===== src/rtl/sram_arbiter.sv =====
// sram_arbiter: round-robin arbiter and strobe sequencer for a single asynchronous
// external SRAM shared by two requesters (port 0 and port 1).
// Each access is IDLE (grant) -> ACCESS (strobe held ACCESS_CYCLES cycles) -> RECOVER
// (both strobes low, one-cycle ack) -> IDLE. Every output comes straight from a flop.
module sram_arbiter #(
  parameter int unsigned ACCESS_CYCLES = 1,
  parameter int unsigned ADDR_W        = 18,
  parameter int unsigned DATA_W        = 16
) (
  input  logic              clk,
  input  logic              reset,
  input  logic              req0,
  input  logic              we0,
  input  logic [ADDR_W-1:0] addr0,
  input  logic [DATA_W-1:0] wdata0,
  output logic [DATA_W-1:0] rdata0,
  output logic              ack0,
  input  logic              req1,
  input  logic              we1,
  input  logic [ADDR_W-1:0] addr1,
  input  logic [DATA_W-1:0] wdata1,
  output logic [DATA_W-1:0] rdata1,
  output logic              ack1,
  output logic              mem_read,
  output logic              mem_write,
  output logic [ADDR_W-1:0] mem_addr,
  output logic [DATA_W-1:0] mem_wdata,
  input  logic [DATA_W-1:0] mem_rdata,
  output logic              busy
);

  // Strobe length counter: ACCESS_CYCLES is limited to 1..15.
  localparam int unsigned      CNT_W    = 4;
  localparam logic [CNT_W-1:0] CNT_LOAD = CNT_W'(ACCESS_CYCLES - 1);
  localparam logic [CNT_W-1:0] CNT_ONE  = CNT_W'(1);

  typedef enum logic [1:0] {
    ST_IDLE    = 2'd0,
    ST_ACCESS  = 2'd1,
    ST_RECOVER = 2'd2
  } state_t;

  // Request payload presented by one port.
  typedef struct packed {
    logic              we;
    logic [ADDR_W-1:0] addr;
    logic [DATA_W-1:0] wdata;
  } req_t;

  state_t            state;
  state_t            state_nxt;
  logic [CNT_W-1:0]  cnt;
  logic [CNT_W-1:0]  cnt_nxt;
  // Port granted most recently; during ACCESS it is also the port being served.
  logic              last_grant;
  logic              last_grant_nxt;

  logic              req_any_c;
  logic              grant_sel_c;
  req_t              req0_c;
  req_t              req1_c;
  req_t              grant_req_c;

  logic              mem_read_nxt;
  logic              mem_write_nxt;
  logic [ADDR_W-1:0] mem_addr_nxt;
  logic [DATA_W-1:0] mem_wdata_nxt;
  logic [DATA_W-1:0] rdata0_nxt;
  logic [DATA_W-1:0] rdata1_nxt;
  logic              ack0_nxt;
  logic              ack1_nxt;
  logic              busy_nxt;

  // Round-robin choice: a lone requester wins, on conflict the port not granted last wins.
  always_comb begin
    req0_c      = '{we: we0, addr: addr0, wdata: wdata0};
    req1_c      = '{we: we1, addr: addr1, wdata: wdata1};
    req_any_c   = req0 | req1;
    grant_sel_c = (req0 & req1) ? ~last_grant : req1;
    grant_req_c = grant_sel_c ? req1_c : req0_c;
  end

  // State register.
  always_ff @(posedge clk) begin
    if (reset) begin
      state <= ST_IDLE;
    end else begin
      state <= state_nxt;
    end
  end

  // Next-state logic.
  always_comb begin
    state_nxt = state;
    case (state)
      ST_IDLE: begin
        if (req_any_c) begin
          state_nxt = ST_ACCESS;
        end
      end
      ST_ACCESS: begin
        if (cnt == '0) begin
          state_nxt = ST_RECOVER;
        end
      end
      ST_RECOVER: begin
        state_nxt = ST_IDLE;
      end
      default: begin
        state_nxt = ST_IDLE;
      end
    endcase
  end

  // Output/datapath next values; strobes default low so they can only be high in ACCESS.
  always_comb begin
    mem_read_nxt   = 1'b0;
    mem_write_nxt  = 1'b0;
    mem_addr_nxt   = mem_addr;
    mem_wdata_nxt  = mem_wdata;
    rdata0_nxt     = rdata0;
    rdata1_nxt     = rdata1;
    ack0_nxt       = 1'b0;
    ack1_nxt       = 1'b0;
    cnt_nxt        = cnt;
    last_grant_nxt = last_grant;
    busy_nxt       = (state_nxt != ST_IDLE);
    case (state)
      ST_IDLE: begin
        if (req_any_c) begin
          mem_addr_nxt   = grant_req_c.addr;
          mem_wdata_nxt  = grant_req_c.wdata;
          mem_read_nxt   = ~grant_req_c.we;
          mem_write_nxt  = grant_req_c.we;
          cnt_nxt        = CNT_LOAD;
          last_grant_nxt = grant_sel_c;
        end
      end
      ST_ACCESS: begin
        if (cnt != '0) begin
          mem_read_nxt  = mem_read;
          mem_write_nxt = mem_write;
          cnt_nxt       = cnt - CNT_ONE;
        end else begin
          // Last strobe cycle: read data is valid now, capture it for the served port.
          if (mem_read) begin
            if (last_grant) begin
              rdata1_nxt = mem_rdata;
            end else begin
              rdata0_nxt = mem_rdata;
            end
          end
          if (last_grant) begin
            ack1_nxt = 1'b1;
          end else begin
            ack0_nxt = 1'b1;
          end
        end
      end
      ST_RECOVER: begin
        // Bus turnaround: strobes already low, ack pulse ends here.
      end
      default: begin
      end
    endcase
  end

  // Output and datapath registers.
  always_ff @(posedge clk) begin
    if (reset) begin
      mem_read   <= 1'b0;
      mem_write  <= 1'b0;
      mem_addr   <= '0;
      mem_wdata  <= '0;
      rdata0     <= '0;
      rdata1     <= '0;
      ack0       <= 1'b0;
      ack1       <= 1'b0;
      busy       <= 1'b0;
      cnt        <= '0;
      last_grant <= 1'b1;
    end else begin
      mem_read   <= mem_read_nxt;
      mem_write  <= mem_write_nxt;
      mem_addr   <= mem_addr_nxt;
      mem_wdata  <= mem_wdata_nxt;
      rdata0     <= rdata0_nxt;
      rdata1     <= rdata1_nxt;
      ack0       <= ack0_nxt;
      ack1       <= ack1_nxt;
      busy       <= busy_nxt;
      cnt        <= cnt_nxt;
      last_grant <= last_grant_nxt;
    end
  end

endmodule


===== config.mk =====
export PLATFORM = sky130hd
export DESIGN_NAME = sram_arbiter
export DESIGN_NICKNAME = d
export VERILOG_FILES = /design/src/rtl/sram_arbiter.sv
export SDC_FILE = /design/constraint.sdc
export NUM_CORES = 1
export LEC_CHECK = 0
export CELL_PAD_IN_SITES_DETAIL_PLACEMENT = 1
export CELL_PAD_IN_SITES_GLOBAL_PLACEMENT = 1
export CORE_ASPECT_RATIO = 0.5
export CORE_MARGIN = 3
export CORE_UTILIZATION = 29
export DETAILED_ROUTE_END_ITERATION = 16
export PLACE_DENSITY = 0.87
export SLEW_MARGIN = 20
export SYNTH_ARGS = -nofsm -noshare
export SYNTH_HDL_FRONTEND = slang
export SYNTH_SLANG_ARGS = --single-unit

===== constraint.sdc =====
create_clock -name clk -period 2.25 [get_ports clk]
set_clock_uncertainty 0.05 [all_clocks]
set_input_delay 0.3375 -clock clk [delete_from_list [all_inputs] [get_ports clk]]
set_output_delay 0.3375 -clock clk [all_outputs]
set_load 0.05 [all_outputs]

======== Word level (Yosys, flattened, before mapping) ========
Index checks and enable logic that the tools add are counted.
storage, ports and cells
  output and inout bits ................... 71
  register bits ........................... 78
cells by class
  add/sub/neg operators ................... 1
  mux-type cells .......................... 15
  bitwise logic cells ..................... 6
  eq/ne operators ......................... 4
  reduce and logical (&&, ||, !) cells .... 10
operators by type and width
  operator             number
  $mux 35              1
  $mux 4               2
  $pmux 4 s2           1
  $reduce_and 4->1     2
  $mux 1               6
  $ne 2x2->1 const B   3
  $logic_not 4->1      1
  $mux 2               2
  $not 1->1            4
  $pmux 1 s2           2
  $pmux 2 s2           1
  $reduce_bool 2->1    2
  $reduce_bool 4->1    1
  $sub 4x1->4 const B  1
  $reduce_and 3->1     1
  $reduce_or 3->1      1
  $eq 2x1->1 const B   1
  $logic_not 2->1      1
  $reduce_and 2->1     1
  $and 1x1->1          1
  $or 1x1->1           1

======== Logic depth before layout (Yosys ltp) ========
Gate-level depths: netlist of run 1.
  depth in word-level cells ............... 6
  mapped depth ............................ 7

======== Worst setup path before layout of run 1 ========
OpenSTA, ideal clock, no wires.
  path type ............................... register -> register
  from .................................... register cnt[0]
  to ...................................... register cnt[3]
  setup slack ............................. 672 ps
  path buffers ............................ 1
  stages on the path, launching flop included .. 7
  data arrival time ....................... 1458 ps
  period minus slack after synthesis ...... 1578 ps
  library setup time ...................... 70 ps
  required time ........................... 2130 ps
  cells stage by stage .................... dfxtp_1 -> inv_1 -> ha_1 -> nor3b_2 -> buf_2 -> or4_1 -> a21oi_1
on the way
  longest elaborated chain between the ends .. 3
RTL lines
  item                                                     line      text
  from (decl)                                              52        logic [CNT_W-1:0] cnt;
  from (signal assigned)                                   192       cnt <= cnt_nxt;
  $sub 4x1->4 / $reduce_bool 4->1 (equally long branches)  143, 140
  $mux 4 / $ne 2x2->1 (equally long branches)              n/a
  $pmux 4 s2 / $reduce_and 3->1 (equally long branches)    n/a
Several ways; a longest one is shown, not always the timed one. The select of a mux whose other input is x is not followed.
A chain may end at the register's enable or synchronous reset.

======== Final worst setup path of run 1 ========
  from .................................... register cnt[0]
  to ...................................... register rdata0[0]
on the way
  longest elaborated chain between the ends .. 3
RTL lines
  item                               line  text
  $reduce_bool 4->1                  140   if (cnt != '0) begin
  $not 1->1 (no source line)         n/a
  $reduce_and 4->1 (no source line)  n/a
  to (signal assigned)               187   rdata0 <= rdata0_nxt;
  to (decl)                          16    output logic [DATA_W-1:0] rdata0,
No other way between the ends.

==> impl_results.md, run 1 <==
- Crit Reg-Reg Startpoint: cnt[0]
- Post-DP HPWL: 7120 um
- Max IR drop VDD: 0.295 mV
- Worst Path Class, Setup: reg2reg
- Overflow after GRT: 0
- P_sw: 1170 uW
- CTS-repair resized insts: 0
- Worst-path clk slew: 0.06 ns
- Crit. Startpoint: cnt[0]
- RePlAce Congestion: 0.783
- #FFs+latches synth: 78
- Layout cells sized above 1: 6.59%
- Maximum clock path buffer count: 2
- Slew margin rel.: 54.1%
- Vias in the first global route: 2932
- Crit path DAT: 2.27 ns
- CP max FO: 12
- Area delta synth->final: 64.9%
- Hold Vio Cnt, Final: 0
- Switching share of power: 29.3%
- Clk_lat worst skew: 0.34 ns
- Die Ht: 79.7 um
- Hold EP: mem_wdata[4]
- Seq pwr share: 38.2%
- Fillers: 1147
- R2R Path End: rdata0[0]
- Fin Hold WS: 0.410 ns
- Crit-path cells: inv_1 > ha_1 > nor3b_2 > and4b_1 > buf_4 > mux2i_1
- R2r setup slk: 0.19 ns
- Largest net degree at the start of global routing: 50
- Logic gate share of total power: 22.6%
- Min Clock Period, post-route: 2.06 ns
- Max-cap check violation count: 0
- Drt total wl: 9750 um
- Io pins: 161
- Root Driver: clkbuf_16
- GRT Total Usage: 15.8%
- CTS Sinks: 78
- CP max stage delay: 0.59 ns
- CP Launch Type: flop
- Core area: 10400 um^2
- Leak pwr: 0.00198 uW
- Synthesized net count: 385
- Reg2reg path depth: 6
- Worst min path class: reg2reg
- Syn_area_per_cell: 10.7 um^2
- CP endpoint kind: flop
- Cts hold-fix bufs: 0
- Post-DR wirelength/cell: 16.4 um
- DR iter-0 viols: 72
- P per Cell Area: 769 nW/um^2
- Result of the run: finished clean
- Fin crit share: 91.6%
- Die Wd: 153 um
- Seq/Total Area, Yosys: 49.5%
- First-pass GRT wire length: 15600 um
- Cells after DPL: 579
- Mapped Cells: 294
- Hold Path Origin: mem_wdata[4]
- Hold Path Depth: 1
- Synth Cell Area: 3150 um^2
- Initial core utilization: 30.3%
- Final Setup Violations: 0
- Synthesis Warnings: 0
- CTS tree: built
- Clock share of power: 39.2%
- Power Internal: 2830 uW
- Crit-path slowest cell: nor3b_2
- Row cnt: 26
- Slew Viols, Final: 0
- Unique masters post-synth: 37
- Vias per inst: 4.66
- Diode count: 0
- 1st-pass router iterations: 4
- Postcts setup bufs: 0
- RSZ-0062 raised after global routing: no
- H-tree levels: 3
- Req. time, crit path: 2.46 ns
- Max Fclk: 485 MHz
- Final nets: 541
- Worst-Margin Slew: 0.685 ns
- PortBufs: 160
- Vias after detailed routing: 2772
- Residual DRC count: 0
- Initial antenna violation count: 0
- Final setup TNS: 0 ns
- Antenna Nets Post-Route: 0
- TritonCTS Buffers: 9
- Die area: 12200 um^2
- Final Instance Count excl. Fillers: 595
[power by group through the flow]
stage / sequential (uW) / combinational (uW) / clock, uW
6_report: 1530 / 904 / 1570
4_1_cts: 1530 / 913 / 1610
2_1_floorplan: 1840 / 232 / 0
5_1_grt: 1540 / 951 / 1680
3_5_place_dp: 1560 / 907 / 0
3_3_place_gp: 1560 / 894 / 0
[through the flow]
step                      utilization [%]  power [uW]  cell area, um^2  setup WS (ns)
final                                50.0        4000             5200          0.190
after global routing                 50.0        4170             5200         0.0223
after CTS                            50.0        4050             5200          0.163
after detailed placement             46.9        2470             4880          0.210
after global placement               46.9        2450             4880          0.379
after floorplan                         -        2070             3150          0.672
[cells by family (layout without fill, tap and decap cells)]
kind of cell | after synthesis | count (layout) | synth area share [%]
compound gates | 52 | 52 | 13.4
fa+ha+maj | 1 | 1 | 0.397
buf+inv | 27 | 188 | 4.68
flops | 78 | 78 | 49.5
mux | 67 | 67 | 21.3
simple gates | 69 | 69 | 10.7
[synth_stat cells]
cell type | instances | area (um^2)
a21boi_1 | 1 | 7.51
a21oi_1 | 4 | 20.0
a21oi_2 | 1 | 8.76
a32o_1 | 1 | 10.0
and2_1 | 2 | 12.5
and3_1 | 1 | 6.26
and4_1 | 1 | 8.76
and4b_1 | 1 | 10.0
buf_2 | 6 | 30.0
buf_4 | 4 | 30.0
buf_6 | 3 | 33.8
clkbuf_1 | 8 | 30.0
clkbuf_2 | 1 | 5.00
clkinv_1 | 1 | 3.75
dfxtp_1 | 78 | 1560
ha_1 | 1 | 12.5
inv_1 | 4 | 15.0
mux2i_1 | 67 | 671
nand2_1 | 49 | 184
nand2b_4 | 1 | 13.8
nand3_1 | 2 | 10.0
nand4_2 | 1 | 12.5
nand4b_1 | 2 | 17.5
nor2_1 | 1 | 3.75
nor2b_1 | 1 | 6.26
nor2b_2 | 1 | 8.76
nor3_1 | 1 | 5.00
nor3b_2 | 1 | 12.5
o211a_1 | 1 | 10.0
o21ai_0 | 4 | 20.0
o21ba_2 | 1 | 10.0
o21bai_1 | 1 | 7.51
o221ai_1 | 2 | 17.5
o22ai_1 | 1 | 6.26
o2bb2ai_1 | 35 | 307
or3_1 | 3 | 18.8
or4_1 | 1 | 7.51
[worst max-delay path by stage]
stage,end,slack (ns)
after detailed placement,rdata0[0],0.21
after global placement,mem_read,0.38
final,rdata0[0],0.19
after CTS,rdata0[0],0.16
after global routing,rdata0[0],0.02
after floorplan,cnt[3],0.67
[state kept, by name, summed over array words and instances (netlist names), 2 cells and up]
name and count:
rdata0 16, mem_wdata 16, rdata1 16, mem_addr 18, state 2, cnt 4
[worst max-delay path, delay by kind of cell (launching register included)]
family,cells,cell delay (ns)
buffers and inverters,2,0.30
muxes,1,0.23
adders and majority gates,1,0.18
and+or+nand+nor,2,0.88
DFF,1,0.33
[routing by layer]
layer	GRT usage [%]	part of all wire, %	up-vias
li1	-	-	1371
met1	18.4	42	1312
met2	28.3	51	73
met3	4.66	4.9	16
met4	5.11	1.9	0
met5	0	0	-
[cell type report]
cell class	count	area [um^2]	area share [%]
clock inverters	7	98.8	1.90
clock buffers	9	225	4.33
repair buffers	167	1670	32.0
multi-input cells	189	1460	28.0
inverters	5	18.8	0.361
flip-flops and latches	78	1560	30.0
well taps	140	175	3.37
[placed cells by master (no fill, tap or decap), types with 2 or more instances in the layout]
cell type	n
o2bb2ai_1	35
o221ai_1	2
inv_1	4
buf_4	6
nand2_1	49
or3_1	3
clkbuf_16	9
nand4b_1	2
a21oi_1	4
o21ai_0	4
clkdlybuf4s50_1	160
clkinv_4	3
bufinv_16	2
dfxtp_1	78
nand3_1	2
mux2i_1	67
and2_1	2
(Power assumes the default switching activity.)
==> run 2, diff against run 1 <==
CORE_UTILIZATION = 26   (was 29)
PLACE_DENSITY = 0.82   (was 0.87)
clock period = 1.8 ns   (was 2.25 ns; I/O delays follow)
==> run 2 against run 1 <==
  * Utilization shrank 4.4 points
  * Power rose by 18%
  * Global-route usage decreased by 1.5 points
  * Highest routed layer unchanged
  * Count of clock-buffer cells in the layout is 3 higher
==> impl_results.md, run 2 (same netlist as run 1, synthesis figures left out) <==
- Post-DR wirelength/cell: 16.0 um
- Final nets: 547
- Residual DRC count: 0
- RePlAce Congestion: 0.754
- Crit path depth: 1
- Die Ht: 83.9 um
- Initial core utilization: 27.6%
- Max-cap check violation count: 0
- M1 wire length: 3890 um
- Root Driver: clkbuf_16
- Io pins: 161
- H-tree levels: 3
- TritonCTS Buffers: 9
- Vias in the first global route: 3050
- Largest Register: mem_addr
- CP Buf/Inv Count: 1
- Max reg flops: 18
- Final Instance Count excl. Fillers: 620
- Detail Route met3 WL: 528 um
- CP max FO: 1
- Area post-placement: 4840 um^2
- Slew Viols, Final: 0
- Cells after DPL: 601
- Slew margin rel.: 64.1%
- Reg2reg path depth: 6
- Hold Path Depth: 2
- Row cnt: 27
- Die Wd: 162 um
- CP top delay family: buffers and inverters
- Drt total wl: 9910 um
- Vias after detailed routing: 2845
- Worst Path Class, Setup: reg2out
- Final setup TNS: 0 ns
- Worst min path class: reg2reg
- Commonest non-fill, non-tap cell in the layout: clkdlybuf4s50_1
- CTS Sinks: 78
- Worst-Margin Slew: 0.540 ns
- Min Clock Period, post-route: 1.75 ns
- Antenna Nets Post-Route: 0
- Initial antenna violation count: 0
- Maximum clock path buffer count: 2
- Worst-path clk slew: 0.06 ns
- Crit path DAT: 1.43 ns
- First-pass GRT wire length: 15800 um
- Hold Vio Cnt, Final: 0
- Max Used Layer: met4
- 1st-pass router iterations: 4
- Final instance area: 5200 um^2
- Max Fclk: 572 MHz
- CTS tree: built
- Met2 wire length: 5400 um
- Area delta synth->final: 64.9%
- CP max stage delay: 0.79 ns
- Vias per inst: 4.59
- Overflow after GRT: 0
- Final Setup Violations: 0
- Layout cells sized above 1: 19.7%
- Max IR drop VDD: 0.403 mV
- Fin crit share: 97.1%
- Leak pwr: 0.00228 uW
- Largest net degree at the start of global routing: 49
- PortBufs: 160
- Diode count: 0
- Result of the run: finished clean
- P per Cell Area: 910 nW/um^2
- DR iter-0 viols: 85
- GRT Total Usage: 14.3%
- Crit-path cells: clkdlybuf4s50_1
- Die area: 13600 um^2
- Core area: 11400 um^2
- CP Launch Type: flop
- Commonest non-fill, non-tap cells in the layout: clkdlybuf4s50_1, dfxtp_1, mux2i_1
- Crit-path slowest cell: clkdlybuf4s50_1
- Post-DP HPWL: 7370 um
- Req. time, crit path: 1.48 ns
- CP endpoint kind: primary output
- Cts hold-fix bufs: 0
- Clk_lat worst skew: 0.33 ns
==> run 2: cell count changes in the layout (fill, tap and decap cells not counted), moves of 2 or more <==
cell / previous run / this run
buf_12: 1 / 5
bufinv_16: 2 / 0
buf_4: 6 / 60
dlymetal6s2s_1: 0 / 7
dlygate4sd2_1: 0 / 7
clkinv_4: 3 / 1
clkdlybuf4s50_1: 160 / 92
clkbuf_8: 0 / 2
clkinvlp_4: 1 / 3
==> run 2: worst paths after layout <==
kind	slack, ns	endpoint	startpoint
max	0.05	ack0	ack0
min	0.41	rdata0[3]	rdata0[3]
max reg2reg	0.12	rdata0[2]	cnt[0]
min reg2reg	0.41	rdata0[3]	rdata0[3]
==> run 2: where the power goes <==
part,internal [uW],switching [uW]
combinational,466,647
sequential,1840,75.1
clock,1010,693
==> run 2: final cells by class <==
type                    count  area [um^2]
inverters                   5         18.8
repair buffers            173         1660
fillers                  1291         6220
clock inverters             4         31.3
multi-input cells         189         1480
well taps                 159          199
clock buffers              12          256
flip-flops and latches     78         1560
==> run 2: through the flow <==
stage	total power (uW)	util [%]	hold slack, ns	worst slack, ns
after global routing	4950	45.5	0.428	-0.0173
after CTS	4810	44.9	0.409	0.000823
after detailed placement	3080	42.4	0.398	-0.00194
final	4730	45.5	0.405	0.0518
after floorplan	2590	-	0.289	0.222
after global placement	3060	42.4	0.395	0.0266
==> run 2: timing repair <==
action	in CTS	in global routing
setup endpoints to repair	13	27
cloned	0	1
gates resized for setup	8	11
buffers inserted	0	2
pin swaps	0	2
==> run 2: per-layer routing <==
layer / vias to the layer above / global-route usage (%)
met5: - / 0
met4: 0 / 3.48
met3: 6 / 4.51
met2: 81 / 27.0
met1: 1381 / 15.6
li1: 1377 / -
==> run 2: tightest hold or removal path: cells and delay by family (launching register included) <==
kind | cells | cell delay [ns]
flip-flops | 1 | 0.31
AND/OR/NAND/NOR | 1 | 0.05
multiplexers | 1 | 0.05
==> run 3, diff against run 2 <==
clock period = 1.6 ns   (was 1.8 ns; I/O delays follow)
==> run 3 against run 2 <==
  * Flip-flop and latch count did not move
  * First-iteration DRC count increased by 65%
  * Worst setup slack worse by 0.050 ns
  * Largest cell class unchanged
  * Count of clock-buffer cells in the layout increased by 1
  * Largest power group is now clock
  * Die area unchanged
  * Register-to-register slack worse by 0.12 ns
  * Utilization increased by 0.93 points
==> impl_results.md, run 3 (same netlist as run 1, synthesis figures left out) <==
- Row cnt: 27
- H-tree levels: 3
- Cells after DPL: 609
- Commonest non-fill, non-tap cells in the layout: clkdlybuf4s50_1, buf_4, dfxtp_1
- Seq pwr share: 38.4%
- Hold Vio Cnt, Final: 0
- Vias in the first global route: 3084
- Logic gate share of total power: 22.9%
- Area delta synth->final: 68.2%
- GRT Total Usage: 15.0%
- RSZ-0062 raised after global routing: yes
- Residual DRC count: 0
- Vias per inst: 4.60
- Result of the run: finished clean
- Die Wd: 162 um
- Initial antenna violation count: 0
- Diode count: 0
- Fillers: 1307
- Root Driver: clkbuf_16
- Crit path DAT: 1.81 ns
- Hold EP: rdata1[2]
- CP top delay family: simple AND/OR/NAND/NOR gates
- Post-DP HPWL: 7430 um
- Clock share of power: 38.6%
- Post-DR wirelength/cell: 16.3 um
- Total power: 5620 uW
- TritonCTS Buffers: 9
- P per Cell Area: 1060 nW/um^2
- CTS tree: built
- Antenna Nets Post-Route: 0
- Final Instance Count excl. Fillers: 630
- Power Internal: 4000 uW
- Final setup TNS: 0 ns
- Clk_lat worst skew: 0.33 ns
- Layout cells sized above 1: 26.8%
- DR iter-0 viols: 140
- Crit-path slowest cell: or4_1
- Slew margin rel.: 73.6%
- Crit-path cells: buf_4 > or3_1 > or4_1 > a21oi_2
- Switching share of power: 28.9%
- Fin crit share: 99.9%
- Worst-Margin Slew: 0.395 ns
- Max-cap check violation count: 0
- CP Buf/Inv Count: 1
- Maximum clock path buffer count: 2
- PortBufs: 160
- Core area: 11400 um^2
- CP max FO: 3
- Max Fclk: 626 MHz
- Final Setup Violations: 0
- CTS Sinks: 78
- Crit path depth: 4
- Largest Register: mem_addr
- Drt total wl: 10300 um
- Worst-path clk slew: 0.06 ns
- Worst min path class: reg2reg
- Hold Path Depth: 2
- Leak pwr: 0.00224 uW
- Crit Reg-Reg Startpoint: cnt[0]
- Vias after detailed routing: 2898
- Hold Path Origin: rdata1[2]
- First-pass GRT wire length: 16300 um
- R2R Path End: cnt[3]
- CP endpoint kind: flop
- Worst Path Class, Setup: reg2reg
- P_sw: 1620 uW
- CP Launch Type: flop
- Largest net degree at the start of global routing: 49
- CP max stage delay: 0.46 ns
- R2r setup slk: 0.002 ns
- Slew Viols, Final: 0
- Overflow after GRT: 0
- Die area: 13600 um^2
- Min Clock Period, post-route: 1.60 ns
- Max reg flops: 18
- Die Ht: 83.9 um
- Fin Hold WS: 0.409 ns
- Max IR drop VDD: 0.423 mV
- Commonest non-fill, non-tap cell in the layout: clkdlybuf4s50_1
- Io pins: 161
- RePlAce Congestion: 0.729
- Req. time, crit path: 1.81 ns
- Initial core utilization: 27.6%
- Final nets: 557
- 1st-pass router iterations: 3
- Reg2reg path depth: 4
[run 3: cell count changes in the layout (fill, tap and decap cells not counted), moves of 3 or more]
cell | before | now
dlymetal6s2s_1 | 7 | 0
buf_12 | 5 | 8
buf_4 | 60 | 85
clkdlybuf4s50_1 | 92 | 89
clkinvlp_4 | 3 | 0
dlygate4sd2_1 | 7 | 0
[run 3: power by group through the flow]
stage	logic, uW	clock network (uW)	registers, uW
2_1_floorplan	326	0	2590
3_5_place_dp	1300	0	2200
6_report	1290	2170	2160
5_1_grt	1360	2340	2180
3_3_place_gp	1270	0	2190
4_1_cts	1300	2220	2160
[run 3: layout make-up]
type | count | area, um^2 | share of cell area, %
clock buffer | 13 | 280 | 5.28
clock inverter | 3 | 40.0 | 0.755
inverter | 5 | 18.8 | 0.354
multi-input combinational | 189 | 1490 | 28.1
sequential | 78 | 1560 | 29.5
tap | 159 | 199 | 3.75
timing repair buffer | 183 | 1710 | 32.3
[run 3: tightest hold or removal path: stages (launching register included)]
cell and delay (ns):
dfxtp_1 0.31, nand2_1 0.05, mux2i_1 0.05
[run 3: worst max-delay path by stage]
stage | from | end | slack [ns]
after floorplan | cnt[0] | cnt[3] | 0.02
after global placement | req1 | mem_read | -0.10
after detailed placement | req1 | mem_addr[0] | -0.16
after CTS | cnt[1] | rdata0[2] | -0.004
after global routing | cnt[0] | rdata0[4] | -0.04
final | cnt[0] | cnt[3] | 0.002
[run 3: layer usage]
metal | up-vias | global-route usage [%] | part of all wire [%]
li1 | 1402 | - | -
met1 | 1415 | 16.5 | 41
met2 | 73 | 28.1 | 53
met3 | 8 | 4.51 | 5.2
met4 | 0 | 3.72 | 0.76
met5 | - | 0 | 0
[run 3: timing repair]
action,CTS,global route
hold buffers,0,0
gates resized for setup,10,4
endpoints found under the setup margin,33,19
gates cloned,1,0
buffers inserted,3,1
pin swaps,2,3
[run 3: stage by stage]
step / instance area, um^2 / setup slack, ns / util, %
floorplan: 3150 / 0.0217 / -
global placement: 4890 / -0.102 / 42.9
detailed placement: 4890 / -0.159 / 42.9
CTS: 5290 / -0.00372 / 46.4
global route: 5310 / -0.0424 / 46.5
finish: 5310 / 0.00160 / 46.5
==> edit 1 (settings of run 3) <==
Take the reset off `mem_addr` and load it in a clocked block of its own.
--- a/src/rtl/sram_arbiter.sv
+++ b/src/rtl/sram_arbiter.sv
@@ -171,5 +171,4 @@
       mem_read   <= 1'b0;
       mem_write  <= 1'b0;
-      mem_addr   <= '0;
       mem_wdata  <= '0;
       rdata0     <= '0;
@@ -183,5 +182,4 @@
       mem_read   <= mem_read_nxt;
       mem_write  <= mem_write_nxt;
-      mem_addr   <= mem_addr_nxt;
       mem_wdata  <= mem_wdata_nxt;
       rdata0     <= rdata0_nxt;
@@ -195,4 +193,8 @@
   end
 
+  always_ff @(posedge clk) begin
+    mem_addr <= mem_addr_nxt;
+  end
+
 endmodule
 
Behaviour: not the same (Yosys sat finds a counterexample within 4 cycles, from zero or initial values and one cycle with reset high).
==> edit 1 against run 3 <==
The flow now finishes with violations (setup timing); sequential share of layout area rose by 2.8 points; die area rose by 0.68%; wire length rose by 5.9%; sequential cell count did not move; worst setup slack got worse by 0.090 ns; sequential power rose by 4%; final area rose by 1.9%; power fell by 2.0%; synthesized area rose by 0.71%; via count fell by 3.0%; largest power group is now sequential cells; highest routed layer unchanged.
==> edit 1: results (changes against run 3) <==
synth cell count leaders dfxtp_1 (60), mux2i_1 (49), nand2_1 (49); WHS 0.411 ns (+0.00169 ns); final setup margin -0.0884 ns (-0.0900 ns); fin nets 544 (-2.3%); Netlist cell types 39 (+5.4%); max incr delay on CP 0.36 ns (-0.10 ns); Worst VDD drop 387 µV (-8.6%); sequential-to-total area share from yosys stat 54.8% (+5.3 points); Iter 0 DRT Violations 104 (-26%); top cell family by delay on the critical path simple AND/OR/NAND/NOR gates; # Post-CTS Setup Buffers 3 (unchanged); Post-DP Area 0.00498 mm² (+1.8%); Synth area leaders dfxtp_1 (38%), edfxtp_1 (17%), mux2i_1 (15%); post-synthesis net count 364 (-5.5%); met2 WL 6.00 mm (+9.6%); Post-synth ARST share 0% (unchanged); CTS Buf Count 9 (unchanged); Worst Hold Class reg2reg; DR WL met3 458 µm (-14%); Worst path slowest cell and4b_2; largest net degree at the start of global routing 35 (-29%); buffer depth of the longest clock path 2 (unchanged); share of cells above drive strength 1 32.4% (+5.6 points); drt total wl 10.9 mm (+5.9%); CTS resizes 3 (-7); crit-path max FO 6 (+3); RePlAce Congestion 0.760 (+4.2%); initial antenna violation count 0 (unchanged); Total GRT Usage 15.0% (about the same); failing checks setup timing; status finished with violations; fill count 1212 (-7.3%); Critical Path AT 1.90 ns (+0.09 ns); ANT cells 0 (unchanged); drt pass-1 iters 4 (+1); Detailed Place HPWL 7.75 mm (+4.3%); Biggest register mem_addr; Clock Latency Late Sink 0.33 ns (about the same); LEAKAGE 2.23 nW (-0.46%); worst rel slew slack 75.6% (+2.0 points); DR vias 2810 (-3.0%); M1 WL 4.15 mm (-0.86%); H-tree lvl count 3 (unchanged); first-pass GRT wire length 16.1 mm (-0.81%); Post-synth EDFFs 18 (+18); vias in the first global route 3027 (-1.8%); Final setup viols 18 (+18)
## edit 1: cell type report
class                      instances  area (µm²)  share of cell area (%)
multi-input combinational        172        1380                    25.5
tap                              159         199                    3.68
clock inverter                     3        18.8                   0.347
inverter                           5        18.8                   0.347
timing repair buffer             187        1790                    33.1
sequential                        78        1740                    32.3
clock buffer                      12         256                    4.75
## edit 1: final timing paths
path                                             start                endpoint  cells past startpoint
worst max-delay path               cnt[1]$_SDFFE_PP0P_  rdata0[1]$_SDFFE_PP0P_                      6
worst min-delay path            rdata1[2]$_SDFFE_PP0P_  rdata1[2]$_SDFFE_PP0P_                      2
worst max register to register     cnt[1]$_SDFFE_PP0P_  rdata0[1]$_SDFFE_PP0P_                      6
worst min register to register  rdata1[2]$_SDFFE_PP0P_  rdata1[2]$_SDFFE_PP0P_                      2
## edit 1: worst register-to-register path: cells and delay by family, from the launching register on
kind          cells  cell delay (ns)
simple gates      2             0.70
flops             1             0.32
buf+inv           2             0.24
mux               1             0.18
fa+ha+maj         1             0.13
## edit 1: through the flow
step	TNS (ns)	std cells	setup WS (ns)
global route	-3.39	616	-0.163
global placement	-6.58	596	-0.150
CTS	0	614	0.000349
finish	-0.811	616	-0.0884
detailed placement	-12.18	596	-0.229
floorplan	0	273	0.0215
## edit 1: cells by family after synthesis
family | synth area share [%]
and+or+nand+nor | 10.7
muxes | 21.8
DFF | 54.8
AOI/OAI and AO/OA | 8.35
buffers and inverters | 3.94
adders and majority gates | 0.394
## edit 1: power by group
part	internal [mW]	switching (mW)
Clock	1.13	0.800
Sequential	2.17	0.0751
Combinational	0.568	0.770
Total	3.86	1.64
## edit 1: layer usage
layer,GRT usage (%),vias up
met5,0,-
met4,5.19,0
met3,3.70,18
met2,28.8,67
met1,16.0,1388
li1,-,1337
==> edit 2 (config.mk and constraints of run 3) <==
Without the edit above. The parameter `DATA_W` goes from 16 to 12.
--- a/src/rtl/sram_arbiter.sv
+++ b/src/rtl/sram_arbiter.sv
@@ -6,5 +6,5 @@
   parameter int unsigned ACCESS_CYCLES = 1,
   parameter int unsigned ADDR_W        = 18,
-  parameter int unsigned DATA_W        = 16
+  parameter int unsigned DATA_W        = 12
 ) (
   input  logic              clk,
Ports: changed (6 resized); port bits go from 161 to 137. No check against the original RTL was run, so the function may have changed too.
==> edit 2 against run 3 <==
Wire length fell by 17%; sequential cell count fell by 12; worst setup slack improved by 0.024 ns; via count fell by 14%; power fell by 15%; final cell count fell by 13%; critical path depth rose by 3; die area fell by 11%; non-clock buffer count fell by 25; final area fell by 13%; synthesized area fell by 12%; largest power group unchanged; highest routed layer unchanged.
==> edit 2: results (changes against run 3) <==
status completed; Iter 0 DRT Violations 81 (-42%); Worst Setup SP cnt[1]$_SDFFE_PP0P_; port bufs 136 (-15%); post-synthesis mux area share 19.7% (-1.5 points); Compound-Gate Fraction of Synth Area 14.1% (+0.64 points); largest net degree at the start of global routing 31 (-37%); LEAKAGE 1.93 nW (-14%); RePlAce Congestion 0.806 (+11%); Worst path slowest cell dfxtp_2; sequential-to-total area share from yosys stat 47.4% (-2.1 points); crit-path max FO 8 (+5); first-pass GRT wire length 13.4 mm (-18%); fin nets 480 (-14%); share of cells above drive strength 1 27.3% (+0.59 points); ANT cells 0 (unchanged); # Post-CTS Setup Buffers 2 (-1); vias in the first global route 2674 (-13%); drt total wl 8.49 mm (-17%); drt pass-1 iters 4 (+1); crit path to rdata0[10]$_SDFFE_PP0P_; post-synthesis net count 330 (-14%); DRC viols 0 (unchanged); CTS resizes 3 (-7); Vias/cell 4.54 (-1.3%); Hold Crit Endpoint mem_addr[7]$_SDFFE_PP0P_; Total GRT Usage 13.8% (-1.2 points); Netlist cell types 36 (-2.7%); Sw Ratio 28.7% (-0.17 points); Hold Crit Start mem_addr[7]$_SDFFE_PP0P_; FF-to-FF path depth 7 (+3); Synth area leaders dfxtp_1 (47%), mux2i_1 (20%), o2bb2ai_1 (9.7%); Synth Area in XOR/XNOR 0% (unchanged); Critical Path AT 1.77 ns (-0.04 ns); Worst VDD drop 451 µV (+6.6%); max incr delay on CP 0.33 ns (-0.13 ns); synth cell count leaders dfxtp_1 (66), mux2i_1 (55), nand2b_1 (37); Detailed Place HPWL 6.22 mm (-16%); Post-DP Area 0.00429 mm² (-12%); Least-Margin Pin Slew 0.393 ns (-0.00199 ns); adder-cell share of the synthesized area 0.449% (+0.052 points); WHS Path Cells 1 (-1); flop2flop setup slack 0.03 ns (+0.02 ns)
## edit 2: power groups by stage
stage | Clock [mW] | Combinational, mW | Sequential, mW
2_1_floorplan | 0 | 0.282 | 2.17
3_3_place_gp | 0 | 1.06 | 1.85
3_5_place_dp | 0 | 1.08 | 1.85
4_1_cts | 1.95 | 1.08 | 1.82
5_1_grt | 2.06 | 1.12 | 1.84
6_report | 1.90 | 1.07 | 1.82
## edit 2: through the flow
step                      util (%)  hold WS [ns]  total power [mW]  cells  worst slack (ns)
after floorplan                  -         0.366              2.45    251            0.0307
after global placement        41.6         0.396              2.91    526           -0.0868
after detailed placement      41.6         0.398              2.93    526            -0.142
after CTS                     44.6         0.415              4.85    544           0.00764
after global routing          45.0         0.434              5.02    546           -0.0530
final                         45.0         0.411              4.79    546            0.0255
## edit 2: worst register-to-register path, delay by kind of cell (launching register included)
kind | cells | cell delay, ns
adders and majority gates | 1 | 0.13
buffers and inverters | 3 | 0.36
DFF | 1 | 0.33
muxes | 1 | 0.19
and+or+nand+nor | 2 | 0.45
## edit 2: final cells by class
class	count	area, µm²
Clock buffer	10	229
Clock inverter	6	57.6
Fill cell	1124	5670
Inverter	3	11.3
Multi-Input combinational cell	163	1390
Sequential cell	66	1320
Tap cell	140	175
Timing Repair Buffer	158	1460
## edit 2: metal layers
layer / part of all wire, % / routed length, µm / vias to the layer above / global-route usage, %
li1: - / - / 1210 / -
met1: 42 / 3540 / 1205 / 15.9
met2: 53 / 4480 / 59 / 24.8
met3: 4.8 / 407 / 4 / 4.19
met4: 0.67 / 57 / 0 / 4.44
met5: 0 / 0 / - / 0
